--- src/rtl/prco_fetch_ctrl_if.sv ---
// Retire/debug inputs and fetch/status outputs of the prco fetch sequencer.
// The master side drives the core's inputs; the slave side is the sequencer.
interface prco_fetch_ctrl_if #(
  parameter int ADDR_W  = 16,
  parameter int BPSEL_W = 1
);
  logic               i_ce;
  logic               i_branch;
  logic [ADDR_W-1:0]  i_branch_target;
  logic               i_halt;
  logic               i_mode;
  logic               i_step;
  logic               i_resume;
  logic               i_bp_we;
  logic [BPSEL_W-1:0] i_bp_sel;
  logic               i_bp_en;
  logic [ADDR_W-1:0]  i_bp_addr;
  logic               q_ce;
  logic [ADDR_W-1:0]  q_pc;
  logic [2:0]         q_state;
  logic               q_halted;
  logic               q_bp_hit;
  logic [BPSEL_W-1:0] q_bp_id;
  logic [31:0]        q_retired;

  modport master (
    output i_ce, i_branch, i_branch_target, i_halt, i_mode, i_step, i_resume,
           i_bp_we, i_bp_sel, i_bp_en, i_bp_addr,
    input  q_ce, q_pc, q_state, q_halted, q_bp_hit, q_bp_id, q_retired
  );

  modport slave (
    input  i_ce, i_branch, i_branch_target, i_halt, i_mode, i_step, i_resume,
           i_bp_we, i_bp_sel, i_bp_en, i_bp_addr,
    output q_ce, q_pc, q_state, q_halted, q_bp_hit, q_bp_id, q_retired
  );
endinterface

--- src/rtl/prco_fetch_ctrl.sv ---
// Program counter and fetch sequencer: one q_ce pulse per retired instruction,
// with branch flush, single-step, hardware breakpoints and halt.
module prco_fetch_ctrl #(
  parameter int                ADDR_W       = 16,
  parameter logic [ADDR_W-1:0] RESET_PC     = '0,
  parameter int                FLUSH_CYCLES = 3,
  parameter int                NUM_BP       = 2
) (
  input logic              i_clk,
  input logic              i_reset,
  prco_fetch_ctrl_if.slave bus
);
  localparam int BPSEL_W = (NUM_BP > 1) ? $clog2(NUM_BP) : 1;

  typedef enum logic [2:0] {
    ST_RUN       = 3'd0,
    ST_FLUSH     = 3'd1,
    ST_STEP_WAIT = 3'd2,
    ST_BP_STOP   = 3'd3,
    ST_HALT      = 3'd4
  } state_t;

  state_t             state_q, state_n;
  logic [ADDR_W-1:0]  pc_q, pc_n;
  logic               ce_q, ce_n;
  logic [3:0]         flush_cnt_q, flush_cnt_n;
  logic               step_mode_q, step_mode_n;
  logic [BPSEL_W-1:0] bp_id_q, bp_id_n;
  logic [31:0]        retired_q, retired_n;
  logic               pending_q;

  logic [NUM_BP-1:0]  bp_en_q;
  logic [ADDR_W-1:0]  bp_addr_q [NUM_BP];

  logic [ADDR_W-1:0]  seq_pc;
  logic [ADDR_W-1:0]  chk_addr;
  logic               bp_match;
  logic [BPSEL_W-1:0] bp_match_id;
  logic               do_issue;
  logic               issue_step;

  assign seq_pc = pc_q + ADDR_W'(1);

  // Address a fetch-issue this cycle would go to: the flushed target or the new NA.
  always_comb begin
    if (state_q == ST_FLUSH) begin
      chk_addr = pc_q;
    end else if (bus.i_branch) begin
      chk_addr = bus.i_branch_target;
    end else begin
      chk_addr = seq_pc;
    end
  end

  // Scanning downwards lets the lowest-numbered matching channel win.
  always_comb begin
    bp_match    = 1'b0;
    bp_match_id = '0;
    for (int i = NUM_BP - 1; i >= 0; i--) begin
      if (bp_en_q[i] && (bp_addr_q[i] == chk_addr)) begin
        bp_match    = 1'b1;
        bp_match_id = BPSEL_W'(i);
      end
    end
  end

  always_ff @(posedge i_clk or posedge i_reset) begin
    if (i_reset) begin
      bp_en_q   <= '0;
      bp_addr_q <= '{default: '0};
    end else if (bus.i_bp_we) begin
      for (int i = 0; i < NUM_BP; i++) begin
        if (bus.i_bp_sel == BPSEL_W'(i)) begin
          bp_en_q[i]   <= bus.i_bp_en;
          bp_addr_q[i] <= bus.i_bp_addr;
        end
      end
    end
  end

  always_ff @(posedge i_clk or posedge i_reset) begin
    if (i_reset) begin
      state_q     <= ST_RUN;
      pc_q        <= RESET_PC;
      ce_q        <= 1'b0;
      flush_cnt_q <= 4'd0;
      step_mode_q <= 1'b0;
      bp_id_q     <= '0;
      retired_q   <= 32'd0;
      pending_q   <= 1'b1;
    end else begin
      state_q     <= state_n;
      pc_q        <= pc_n;
      ce_q        <= ce_n;
      flush_cnt_q <= flush_cnt_n;
      step_mode_q <= step_mode_n;
      bp_id_q     <= bp_id_n;
      retired_q   <= retired_n;
      pending_q   <= 1'b0;
    end
  end

  // The start-up fetch after reset bypasses the breakpoint check entirely.
  always_comb begin
    state_n     = state_q;
    pc_n        = pc_q;
    ce_n        = 1'b0;
    flush_cnt_n = flush_cnt_q;
    step_mode_n = step_mode_q;
    bp_id_n     = bp_id_q;
    retired_n   = retired_q;
    do_issue    = 1'b0;
    issue_step  = 1'b0;
    if (pending_q) begin
      ce_n = 1'b1;
    end else begin
      case (state_q)
        ST_RUN: begin
          if (bus.i_ce) begin
            retired_n   = retired_q + 32'd1;
            step_mode_n = bus.i_mode;
            if (bus.i_halt) begin
              state_n = ST_HALT;
            end else if (bus.i_branch) begin
              pc_n = bus.i_branch_target;
              if (FLUSH_CYCLES == 0) begin
                do_issue   = 1'b1;
                issue_step = bus.i_mode;
              end else begin
                state_n     = ST_FLUSH;
                flush_cnt_n = 4'(FLUSH_CYCLES);
              end
            end else begin
              pc_n       = seq_pc;
              do_issue   = 1'b1;
              issue_step = bus.i_mode;
            end
          end
        end
        ST_FLUSH: begin
          if (flush_cnt_q <= 4'd1) begin
            flush_cnt_n = 4'd0;
            do_issue    = 1'b1;
            issue_step  = step_mode_q;
          end else begin
            flush_cnt_n = flush_cnt_q - 4'd1;
          end
        end
        ST_STEP_WAIT: begin
          if (bus.i_step) begin
            ce_n    = 1'b1;
            state_n = ST_RUN;
          end
        end
        ST_BP_STOP: begin
          if (bus.i_resume) begin
            ce_n    = 1'b1;
            state_n = ST_RUN;
          end
        end
        ST_HALT: begin
          state_n = ST_HALT;
        end
        default: begin
          state_n = ST_RUN;
        end
      endcase

      if (do_issue) begin
        if (issue_step) begin
          state_n = ST_STEP_WAIT;
        end else if (bp_match) begin
          state_n = ST_BP_STOP;
          bp_id_n = bp_match_id;
        end else begin
          state_n = ST_RUN;
          ce_n    = 1'b1;
        end
      end
    end
  end

  assign bus.q_ce      = ce_q;
  assign bus.q_pc      = pc_q;
  assign bus.q_state   = state_q;
  assign bus.q_halted  = (state_q == ST_HALT);
  assign bus.q_bp_hit  = (state_q == ST_BP_STOP);
  assign bus.q_bp_id   = bp_id_q;
  assign bus.q_retired = retired_q;
endmodule

--- src/flat_wrapper.sv ---
// flat-port wrapper written by rule: the top's interface ports become plain ports
module prco_fetch_ctrl_flat 
#(
  parameter int                ADDR_W       = 16,
  parameter logic [ADDR_W-1:0] RESET_PC     = '0,
  parameter int                FLUSH_CYCLES = 3,
  parameter int                NUM_BP       = 2
)
  (i_clk, i_reset, bus_i_ce, bus_i_branch, bus_i_branch_target, bus_i_halt, bus_i_mode, bus_i_step, bus_i_resume, bus_i_bp_we, bus_i_bp_sel, bus_i_bp_en, bus_i_bp_addr, bus_q_ce, bus_q_pc, bus_q_state, bus_q_halted, bus_q_bp_hit, bus_q_bp_id, bus_q_retired);
  prco_fetch_ctrl_if #(.ADDR_W(ADDR_W), .BPSEL_W(1)) bus_i ();
  input logic i_clk;
  input logic i_reset;
  input wire logic [$bits(bus_i.i_ce)-1:0] bus_i_ce;
  input wire logic [$bits(bus_i.i_branch)-1:0] bus_i_branch;
  input wire logic [$bits(bus_i.i_branch_target)-1:0] bus_i_branch_target;
  input wire logic [$bits(bus_i.i_halt)-1:0] bus_i_halt;
  input wire logic [$bits(bus_i.i_mode)-1:0] bus_i_mode;
  input wire logic [$bits(bus_i.i_step)-1:0] bus_i_step;
  input wire logic [$bits(bus_i.i_resume)-1:0] bus_i_resume;
  input wire logic [$bits(bus_i.i_bp_we)-1:0] bus_i_bp_we;
  input wire logic [$bits(bus_i.i_bp_sel)-1:0] bus_i_bp_sel;
  input wire logic [$bits(bus_i.i_bp_en)-1:0] bus_i_bp_en;
  input wire logic [$bits(bus_i.i_bp_addr)-1:0] bus_i_bp_addr;
  output wire logic [$bits(bus_i.q_ce)-1:0] bus_q_ce;
  output wire logic [$bits(bus_i.q_pc)-1:0] bus_q_pc;
  output wire logic [$bits(bus_i.q_state)-1:0] bus_q_state;
  output wire logic [$bits(bus_i.q_halted)-1:0] bus_q_halted;
  output wire logic [$bits(bus_i.q_bp_hit)-1:0] bus_q_bp_hit;
  output wire logic [$bits(bus_i.q_bp_id)-1:0] bus_q_bp_id;
  output wire logic [$bits(bus_i.q_retired)-1:0] bus_q_retired;
  assign bus_i.i_ce = bus_i_ce;
  assign bus_i.i_branch = bus_i_branch;
  assign bus_i.i_branch_target = bus_i_branch_target;
  assign bus_i.i_halt = bus_i_halt;
  assign bus_i.i_mode = bus_i_mode;
  assign bus_i.i_step = bus_i_step;
  assign bus_i.i_resume = bus_i_resume;
  assign bus_i.i_bp_we = bus_i_bp_we;
  assign bus_i.i_bp_sel = bus_i_bp_sel;
  assign bus_i.i_bp_en = bus_i_bp_en;
  assign bus_i.i_bp_addr = bus_i_bp_addr;
  assign bus_q_ce = bus_i.q_ce;
  assign bus_q_pc = bus_i.q_pc;
  assign bus_q_state = bus_i.q_state;
  assign bus_q_halted = bus_i.q_halted;
  assign bus_q_bp_hit = bus_i.q_bp_hit;
  assign bus_q_bp_id = bus_i.q_bp_id;
  assign bus_q_retired = bus_i.q_retired;
  prco_fetch_ctrl #(.ADDR_W(ADDR_W), .RESET_PC(RESET_PC), .FLUSH_CYCLES(FLUSH_CYCLES), .NUM_BP(NUM_BP)) u_core (.i_clk(i_clk), .i_reset(i_reset), .bus(bus_i));
endmodule
--- config.mk ---
export PLATFORM = sky130hd
export DESIGN_NAME = prco_fetch_ctrl_flat
export DESIGN_NICKNAME = d
export VERILOG_FILES = /design/src/rtl/prco_fetch_ctrl_if.sv /design/src/rtl/prco_fetch_ctrl.sv /design/src/flat_wrapper.sv
export SDC_FILE = /design/constraint.sdc
export NUM_CORES = 1
export LEC_CHECK = 0
export BUFFER_PORTS_ARGS = -buffer_cell sky130_fd_sc_hd__buf_2
export CORE_MARGIN = 4
export CORE_UTILIZATION = 30
export CTS_BUF_LIST = sky130_fd_sc_hd__clkbuf_4 sky130_fd_sc_hd__clkbuf_8
export CTS_CLUSTER_DIAMETER = 200
export DETAILED_ROUTE_END_ITERATION = 8
export PLACE_DENSITY = 0.6
export SETUP_SLACK_MARGIN = 0.2
export SYNTH_ARGS = -nofsm -noshare
export SYNTH_HDL_FRONTEND = slang
export SYNTH_SLANG_ARGS = --single-unit
--- constraint.sdc ---
create_clock -name i_clk -period 3 [get_ports i_clk]
set_input_delay 0.45 -clock i_clk [delete_from_list [all_inputs] [get_ports i_clk]]
set_output_delay 0.45 -clock i_clk [all_outputs]
set_load 0.01 [all_outputs]
==> results.md <==
* Status: complete, no violations
* Max Freq at 0.3628 GHz
* Setup total negative slack at 0 ns
* 1st-iter DRT viols at 373
* Congestion Overflow GR at 0
* Final HPWL from detailed placement at 12340 um
* Post-Syn Instances at 593
* Internal power at 2.676 mW
* Largest net degree at the start of global routing at 43
* Distinct cells, synth at 69
* Num CTS Buffers at 9
* PwrDens at 637.1 mW/mm2
* Core box area at 0.01809 mm2
* Type of the worst setup path: flop to flop
* CP Cell Sequence: or3b_4 -> buf_12 -> buf_4 -> a21oi_4 -> a21oi_4 -> xor2_2 -> a2111oi_4 -> nand3_2 -> nor4_4 -> nor3_2 -> a211o_1
* Buf/Inv on CP at 2
* Max_cap viols at 0
* Max_slew headroom at 36.64%
* Synth Area in Compound Gates at 14.85%
* XOR/XNOR Fraction of Synth Area at 9.593%
* 1st-pass router iterations at 5
* WL final at 16540 um
* Die Span Y at 144.3 um
* CTS tree: done
* Clk sink count at 93
* Initial antenna violation count at 4
* Die ar. at 0.02081 mm2
* Startpoint types: flop
* Share of cells above drive strength 1 at 33.61%
* Sw Share at 40.15%
* R2R Path End: u_core.bus.q_ce
* Syn. warnings at 0
* Final setup violation count at 0
* Period minus WS final at 2.756 ns
* Comb pwr share at 38.5%
* Share of the synthesized area in the top cell type at 41.34%
* Seq/Total Area, Yosys at 41.81%
* Largest family of logic cells by synthesized area: simple AND/OR/NAND/NOR gates
* Leak at 3.103 nW
* CTS Hold Bufs at 0
* Period utilisation layout at 91.87%
* Setup crit end kind: flop
* Peak VDD IR at 0.0002130 V
* Die Width at 144.3 um
* Syn-to-layout area delta at 26.02%
* Post-synthesis async set-or-reset flop share at 100.0%
* Flop pwr share at 41.0%
* Vias in the first global route at 4779
* Synth Area in Simple Gates at 20.74%
* Psw at 1.795 mW
* Total GRT Usage at 15.81%
* Clock Power Share at 20.5%
* Post-layout nets at 768
* Most frequent CP cell: a21oi_4
* ANT nets after route at 0
* Synth Register Bits at 93
* Post-Layout Cell Count at 956
* Critical Path Max Stage Delay at 0.43 ns
* Drc violations at 0
* Clk slew on worst S/H paths at 0.11 ns
* H-tree levels at 3
* Final Hold Fails at 0
* DR vias/cell at 5.273
* Core Rows at 49
* Final worst slack at 0.2438 ns
* Worst Max-Slew Pin Slew at 0.9484 ns
* Unrepaired setup endpoints after global routing: true
* Worst EP arrival at 3.02 ns
* Number of port buffers at 97
* Avg Cell Area, Syn at 9.391 um2
* Initial Util at 30.79%
* Post-synthesis adder-cell area fraction at 0.8987%
* GP Congestion at 0.9459
* Reg2Reg Setup Slack at 0.24 ns
* Number of synthesized flops with an enable pin at 0
* Critical Path RT at 3.26 ns
* Dpl cells at 931
* Worst Skew at 0.01916 ns
* DR vias at 5041
* Hold crit path type: primary input to async pin
* Ys flop type: dfrtp_1
* Clk_lat worst skew at 0.38 ns
* CP max stage cell: or3b_4
* Depth of the most critical reg-to-reg path at 11
* IO Pins at 98
* Synthesized Nets at 640
* Maximum root-to-sink buffer count at 2
* CTS root buf: clkbuf_8
* FF-to-FF Start: u_core.bus.q_state[1]
* Crit-path leading delay family: simple AND/OR/NAND/NOR gates
* Pre-CTS WS at 0.05814 ns
* Mapped cell area at 0.005569 mm2
* Mux cell area share after synthesis at 7.976%
* Crit Path Max Fanout at 4
* Synth area leaders: dfrtp_1, mux2_2, xnor2_1
* Fin. max-slew vios at 0
* First-pass GRT wire length at 25680 um
* Most area-hungry cell type in the Yosys netlist: dfrtp_1
* Avg WL per Cell at 17.30 um
[worst max path at each step]
stage,from,end,cells past startpoint
finish,u_core.bus.q_state[1],u_core.bus.q_ce,11
global placement,bus_i_branch,u_core.bus.q_ce,11
global route,u_core.bus.q_state[1],u_core.bus.q_ce,11
detailed placement,bus_i_branch,u_core.bus.q_ce,11
CTS,u_core.bus.q_state[1],u_core.bus.q_ce,11
floorplan,u_core.bus.q_pc[0],u_core.bus.q_ce,9
[power by group through the flow]
stage          registers, mW  logic, mW  clock network (mW)
2_1_floorplan           1.75       1.04                   0
3_3_place_gp            1.82       1.61                   0
3_5_place_dp            1.81       1.62                   0
4_1_cts                 1.81       1.68               0.955
5_1_grt                 1.87       1.89               0.998
6_report                1.84       1.72               0.915
[through the flow]
stage | instance area [um2] | total power, mW | hold WS, ns | util, %
after floorplan | 5573 | 2.791 | 0.4464 | -
after global placement | 6549 | 3.430 | 0.4591 | 36.21
after detailed placement | 6549 | 3.434 | 0.4668 | 36.21
after CTS | 6923 | 4.440 | 0.2666 | 38.28
after global routing | 7018 | 4.756 | 0.2857 | 38.80
final | 7018 | 4.471 | 0.2582 | 38.80
[layout by cell type, fill, tap and decap left out, types with 26 or more instances in the layout]
cell | synthesis | final
buf_2 | 10 | 97
a21oi_1 | 30 | 27
dfrtp_1 | 92 | 88
mux2_2 | 35 | 35
nand2_1 | 39 | 39
o21ai_0 | 41 | 40
xor2_1 | 27 | 26
nor2_1 | 50 | 49
xnor2_1 | 34 | 34
buf_4 | 1 | 48
[area by class of cell]
class                           instances  area, um2
Tap cell                              229      286.5
Clock buffer                           11      145.1
Multi-Input combinational cell        448       3177
Sequential cell                        93       2333
Inverter                               20      78.83
Antenna cell                            1      2.502
Timing Repair Buffer                  149      929.6
Clock inverter                          5      65.06
Fill cell                            1836      11070
[worst reg2reg max path, stage by stage, from the launching register on]
cell and delay, ns:
dfrtp_1 0.40, or3b_4 0.43, buf_12 0.15, buf_4 0.15, a21oi_4 0.15, a21oi_4 0.06
xor2_2 0.16, a2111oi_4 0.34, nand3_2 0.13, nor4_4 0.32, nor3_2 0.08, a211o_1 0.27
[cell families after synthesis]
| family | Yosys count |
|---|---|
| buf+inv | 52 |
| other cells | 1 |
| compound gates | 128 |
| simple gates | 214 |
| flops | 93 |
| fa+ha+maj | 4 |
| mux | 40 |
| xor+xnor | 61 |
[cell usage after synthesis, drive strengths merged, types with 5 or more instances]
library cell,number
a21oi,30
a22oi,5
a31oi,5
and3,7
buf,14
clkbuf,18
dfrtp,92
inv,20
mux2,35
mux2i,5
nand2,39
nand2b,7
nand3,24
nand4,19
nor2,51
nor2b,8
nor3,20
nor3b,5
nor4,10
o21ai,42
o22ai,8
or3,5
xnor2,34
xor2,27
[state kept, by name, indices dropped and copies added, names as in the netlist]
signal,cells
u_core.bp_addr_q,32
u_core.bus.q_retired,32
u_core.bus.q_pc,16
u_core.flush_cnt_q,4
u_core.bus.q_state,3
u_core.bp_en_q,2
u_core.bus.q_bp_id,1
u_core.bus.q_ce,1
u_core.pending_q,1
u_core.step_mode_q,1
[what timing repair did]
action,in CTS,in global routing
gates cloned,1,0
setup endpoints to repair,3,9
gates resized for setup,16,18
pin swaps,5,5
buffers inserted,6,1
[routing by layer]
layer | up-vias | GRT usage, % | share of wire (%)
li1 | 2385 | - | -
met1 | 2401 | 21.19 | 44
met2 | 206 | 23.79 | 45
met3 | 43 | 4.563 | 7.5
met4 | 6 | 6.971 | 3.4
met5 | - | 0 | 0.17
(Power assumes the default switching activity.)
